[src/rtl/tnoc_flit_if_slicer.sv]
// Per-virtual-channel register slice with a two-entry skid buffer; non-local ports share one
// registered flit lane via round-robin. Define TNOC_FLIT_IF_SLICER_SVA_EN to compile assertions.
module tnoc_flit_if_slicer #(
  parameter int unsigned FLIT_WIDTH = 32,
  parameter int unsigned CHANNELS   = 2,
  parameter bit          LOCAL_PORT = 1'b1,
  localparam int unsigned FLITS     = LOCAL_PORT ? CHANNELS : 1
) (
  input  logic                             clk,
  input  logic                             rst_n,
  input  logic [CHANNELS-1:0]              flit_in_valid_i,
  output logic [CHANNELS-1:0]              flit_in_ready_o,
  input  logic [FLITS-1:0][FLIT_WIDTH-1:0] flit_in_flit_i,
  output logic [CHANNELS-1:0]              flit_out_valid_o,
  input  logic [CHANNELS-1:0]              flit_out_ready_i,
  output logic [FLITS-1:0][FLIT_WIDTH-1:0] flit_out_flit_o
);

  localparam int unsigned IdxW = (CHANNELS > 1) ? $clog2(CHANNELS) : 1;

  logic [CHANNELS-1:0]                 main_valid_q, main_valid_d;
  logic [CHANNELS-1:0]                 skid_valid_q, skid_valid_d;
  logic [CHANNELS-1:0][FLIT_WIDTH-1:0] main_flit_q, main_flit_d;
  logic [CHANNELS-1:0][FLIT_WIDTH-1:0] skid_flit_q, skid_flit_d;
  logic [CHANNELS-1:0][FLIT_WIDTH-1:0] in_flit;
  logic [CHANNELS-1:0]                 push, pop;

  if (LOCAL_PORT) begin : g_in_local
    assign in_flit = flit_in_flit_i;
  end else begin : g_in_shared
    assign in_flit = {CHANNELS{flit_in_flit_i[0]}};
  end

  // Ready comes straight from a register, so nothing downstream reaches the input side.
  assign flit_in_ready_o = ~skid_valid_q;
  assign push            = flit_in_valid_i & ~skid_valid_q;
  assign pop             = flit_out_valid_o & flit_out_ready_i;

  always_comb begin
    main_valid_d = main_valid_q;
    main_flit_d  = main_flit_q;
    skid_valid_d = skid_valid_q;
    skid_flit_d  = skid_flit_q;
    for (int unsigned c = 0; c < CHANNELS; c++) begin
      if (skid_valid_q[c]) begin
        if (pop[c]) begin
          main_flit_d[c]  = skid_flit_q[c];
          skid_valid_d[c] = 1'b0;
        end
      end else if (push[c]) begin
        if (!main_valid_q[c] || pop[c]) begin
          main_valid_d[c] = 1'b1;
          main_flit_d[c]  = in_flit[c];
        end else begin
          skid_valid_d[c] = 1'b1;
          skid_flit_d[c]  = in_flit[c];
        end
      end else if (pop[c]) begin
        main_valid_d[c] = 1'b0;
      end
    end
  end

  always_ff @(posedge clk or negedge rst_n) begin
    if (!rst_n) begin
      main_valid_q <= '0;
      main_flit_q  <= '0;
      skid_valid_q <= '0;
      skid_flit_q  <= '0;
    end else begin
      main_valid_q <= main_valid_d;
      main_flit_q  <= main_flit_d;
      skid_valid_q <= skid_valid_d;
      skid_flit_q  <= skid_flit_d;
    end
  end

  if (LOCAL_PORT) begin : g_out_local
    assign flit_out_valid_o = main_valid_q;
    assign flit_out_flit_o  = main_flit_q;
  end else begin : g_out_shared
    logic [CHANNELS-1:0]   grant_q, grant_d;
    logic [IdxW-1:0]       last_q, last_d;
    logic [FLIT_WIDTH-1:0] out_flit;
    logic                  stalled;
    logic                  found;
    logic [IdxW-1:0]       idx;

    assign flit_out_valid_o   = main_valid_q & grant_q;
    assign flit_out_flit_o[0] = out_flit;
    assign stalled            = |(flit_out_valid_o & ~flit_out_ready_i);

    always_comb begin
      out_flit = '0;
      for (int unsigned c = 0; c < CHANNELS; c++) begin
        if (grant_q[c]) out_flit = out_flit | main_flit_q[c];
      end
    end

    // Arbitrate on next-cycle occupancy so an idle lane shows a fresh flit one cycle later.
    always_comb begin
      grant_d = grant_q;
      last_d  = last_q;
      found   = 1'b0;
      idx     = '0;
      if (!stalled) begin
        grant_d = '0;
        for (int unsigned i = 1; i <= CHANNELS; i++) begin
          idx = IdxW'((32'(last_q) + i) % CHANNELS);
          if (!found && main_valid_d[idx]) begin
            grant_d[idx] = 1'b1;
            last_d       = idx;
            found        = 1'b1;
          end
        end
      end
    end

    always_ff @(posedge clk or negedge rst_n) begin
      if (!rst_n) begin
        grant_q <= '0;
        last_q  <= IdxW'(CHANNELS - 1);
      end else begin
        grant_q <= grant_d;
        last_q  <= last_d;
      end
    end
  end

`ifdef TNOC_FLIT_IF_SLICER_SVA_EN
  for (genvar c = 0; c < CHANNELS; c++) begin : g_sva
    assert property (@(posedge clk) disable iff (!rst_n)
      (flit_in_valid_i[c] && !flit_in_ready_o[c]) |=>
        (flit_in_valid_i[c] && $stable(in_flit[c])));
    assert property (@(posedge clk) disable iff (!rst_n)
      (flit_in_valid_i[c] && flit_in_ready_o[c]) |-> !skid_valid_q[c]);
  end
  if (!LOCAL_PORT) begin : g_sva_shared
    assert property (@(posedge clk) disable iff (!rst_n) $onehot0(flit_in_valid_i));
    assert property (@(posedge clk) disable iff (!rst_n) $onehot0(flit_out_valid_o));
  end
`else
  // Assertions compiled out; functional logic above is unchanged.
`endif

endmodule
[config.mk]
export PLATFORM = sky130hd
export DESIGN_NAME = tnoc_flit_if_slicer
export DESIGN_NICKNAME = d
export VERILOG_FILES = /design/src/rtl/tnoc_flit_if_slicer.sv
export SDC_FILE = /design/constraint.sdc
export NUM_CORES = 1
export LEC_CHECK = 0
export ABC_AREA = 1
export CORE_ASPECT_RATIO = 1.25
export CORE_UTILIZATION = 50
export DETAILED_ROUTE_END_ITERATION = 12
export PLACE_DENSITY = 0.77
export REMOVE_ABC_BUFFERS = 1
export SYNTH_ARGS = -nofsm -noshare
export SYNTH_HDL_FRONTEND = slang
export SYNTH_SLANG_ARGS = --single-unit
[constraint.sdc]
create_clock -name clk -period 2.6 [get_ports clk]
set_input_delay 0.52 -clock clk [delete_from_list [all_inputs] [get_ports clk]]
set_output_delay 0.52 -clock clk [all_outputs]
set_load 0.03 [all_outputs]
==> summary.txt, run 1 <==
Status
  – Outcome: finished, final reports clean

Die
  – Die span in y: 127.2 um
  – Initial core utilization: 0.5156
  – Die Wd: 102.2 um
  – Std cell rows: 45
  – Core region area: 12,160 um2
  – I/O pins: 138
  – Die area: 13,000 um2

Placed design
  – GPL Wtd Cong: 0.7721
  – Detailed placement HPWL: between 9000 and 10,000 um
  – Port bufs: 137

Clock tree
  – Clk buf depth: 2
  – TritonCTS clock tree: done
  – CTS sink count: 132
  – Clk_lat worst skew: about 0.41 ns
  – Setup Buffers After CTS: 0
  – Inserted Clock Buffers: 17
  – Post-CTS resize count: 0
  – H-tree levels: 4
  – CTS Hold Bufs: 0
  – CTS root buf: clkbuf_16
  – Worst-path clk slew: 0.06 ns

Drt
  – Post-route ant nets: 0
  – WL final: 15,270 um
  – Via/cell ratio: around 5.1
  – DR iter-0 viols: 267
  – Residual DRC: 0
  – Drt first pass iters: 7
  – Via Count: 5,484
  – WL/cell: 14.07 um

STA
  – Slew @ Worst Pin: 0.8641 ns
  – Setup violations, final: 0
  – Clock skew: 0.007392 ns
  – Fin Setup TNS: 0 ns
  – Max-slew violation count: 0
  – Achievable Freq: 0.4156 GHz
  – Tmin final: around 2.4 ns
  – Slew HR: 0.4218
  – Tcrit/Tclk final: 0.9255
  – Count of final hold-check violations: 0
  – RSZ-0062 raised after global routing: false

Finish
  – Synth-to-Final Area Change: 30.37%
  – Layout cell share with drive strength beyond 1: 0.06515
  – Nets: 978
  – Ant. Diodes: 0

Logic synthesis
  – Netlist Area Pre-Place: 6271 um2
  – Top FF cell, synth: dfrtp_1
  – Post-synth EDFFs: 0
  – Yosys warns: 0
  – FF+latch count, synth: 132
  – FFs w/ async S/R, synth: 1.000
  – Seq/Total Area, Yosys: 0.5267
  – Syn_area_per_cell: 7.938 um2
  – Top cells by count, synth: nand2_1 (456), dfrtp_1 (132), nand3_1 (128), buf_4 (20), buf_6 (18)
  – Count leader, synth: nand2_1
  – Mapped Cells: 790
  – Post-synthesis cell type count: 15
  – Top cells by area, synth: dfrtp_1 (53%), nand2_1 (27%), nand3_1 (10%)
  – Post-synthesis cell type with the largest combined area: dfrtp_1
  – Top cell type's share of synthesized area: 0.5267

Critical path
  – CP max-delay cell: clkdlybuf4s50_1
  – Worst reg2reg startpoint: skid_valid_q[0]
  – Critical path's top delay family: buffers and inverters
  – Bufs and invs on worst path: 2
  – Critical Path, Cell by Cell: inv_4, clkdlybuf4s50_1
  – R2r setup slk: roughly 0.8 ns
  – Startpoint types: flip-flop
  – CP Max Fanout: 35
  – Setup CP Type: reg2out
  – Critical Path RT: between 2 and 2.5 ns
  – Worst setup EP type: output pin
  – Register-to-Register Path Depth: 4
  – Critical Path AT: around 1.9 ns
  – Crit path largest cell delay: 0.75 ns
  – RR Endpoint: flit_out_flit_o[14]

Hold path
  – Hold crit path type: in2async

GRT
  – Global-route wire length before repair: 25,620 um
  – Total grt overflow: 0
  – GR Util All Layers: 0.2529
  – Largest net degree at the start of global routing: 60
  – Antenna violations before repair: 0
  – Vias in the first global route: 5,371

Flow run
  – Max-Cap Viols: 0

Power and ir drop
  – Pleak: 4.319 nW
  – Total power draw: 8.870 mW
  – Peak VDD IR: 0.5457 mV
  – Cell Pwr Density: 1085 nW/um2
-- layer usage --
| layer | GRT usage | share of wire |
|---|---|---|
| met1 | 0.3184 | 0.41 |
| met2 | 0.4244 | 0.49 |
| met3 | 0.05799 | 0.081 |
| met4 | 0.08824 | 0.015 |
| met5 | 0 | 0 |
-- power breakdown --
group          internal, mW  switching [mW]
clock network          1.63           0.897
logic                  1.21            1.95
registers              2.78           0.414
-- worst register-to-register path, cell delays in order, from the launching register on --
cell and delay (ns):
dfrtp_1 0.40, buf_4 0.28, o21ai_4 0.75, nand3_1 0.20, nand2_1 0.12
-- registers in the layout, indices dropped and copies added (netlist names) --
signal / flops
flit_out_flit_o: 64
skid_valid_q: 2
flit_out_valid_o: 2
skid_flit_q: 64
-- layout by cell type, fill, tap and decap left out, types with 4 or more instances in the layout --
master,synthesis,final
bufinv_16,0,4
dfrtp_1,132,132
nand3_1,128,128
buf_4,20,10
nand2_4,4,4
clkbuf_16,0,17
clkdlybuf4s50_1,0,136
inv_1,6,6
clkinv_2,2,6
nand2_1,456,456
-- cell families after synthesis --
family          synth area share
flops                     0.5267
simple gates              0.3935
buf+inv                  0.07302
compound gates          0.006784
-- metrics by stage --
stage	cell area, um2	hold WS (ns)	utilization	setup slack, ns	cells
after CTS	8175	0.09062	0.6722	0.1811	1085
after global routing	8175	0.1101	0.6722	0.1341	1085
after global placement	7551	0.4530	0.6209	0.5156	1053
after detailed placement	7551	0.4571	0.6209	0.4758	1053
final	8175	0.07547	0.6722	0.1937	1085
after floorplan	5858	0.2244	-	0.4757	740
-- area by class of cell --
type / count / area (um2)
Clock buffer: 19 / 442.9
Clock inverter: 13 / 181.4
Fill cell: 1061 / 3986
Inverter: 10 / 45.04
Multi-Input combinational cell: 598 / 2510
Sequential cell: 132 / 3303
Tap cell: 164 / 205.2
Timing Repair Buffer: 149 / 1488
-- worst max path at each step --
stage	from	endpoint	slack [ns]	depth (start not counted)
floorplan	skid_valid_q[0]	flit_out_flit_o[0]	0.48	5
global placement	flit_in_valid_i[0]	skid_flit_q[14]	0.52	6
detailed placement	flit_in_valid_i[0]	flit_out_flit_o[14]	0.48	6
CTS	skid_valid_q[0]	flit_in_ready_o[0]	0.18	2
global route	skid_valid_q[0]	flit_in_ready_o[0]	0.13	2
finish	skid_valid_q[0]	flit_in_ready_o[0]	0.19	2
Power figures use the tool's default switching activity.
==> run 2, diff against run 1 <==
HOLD_SLACK_MARGIN = 0.03   (was not set)
==> results of run 2 <==
Final layout, timing and power as in run 1 (identical DEF).
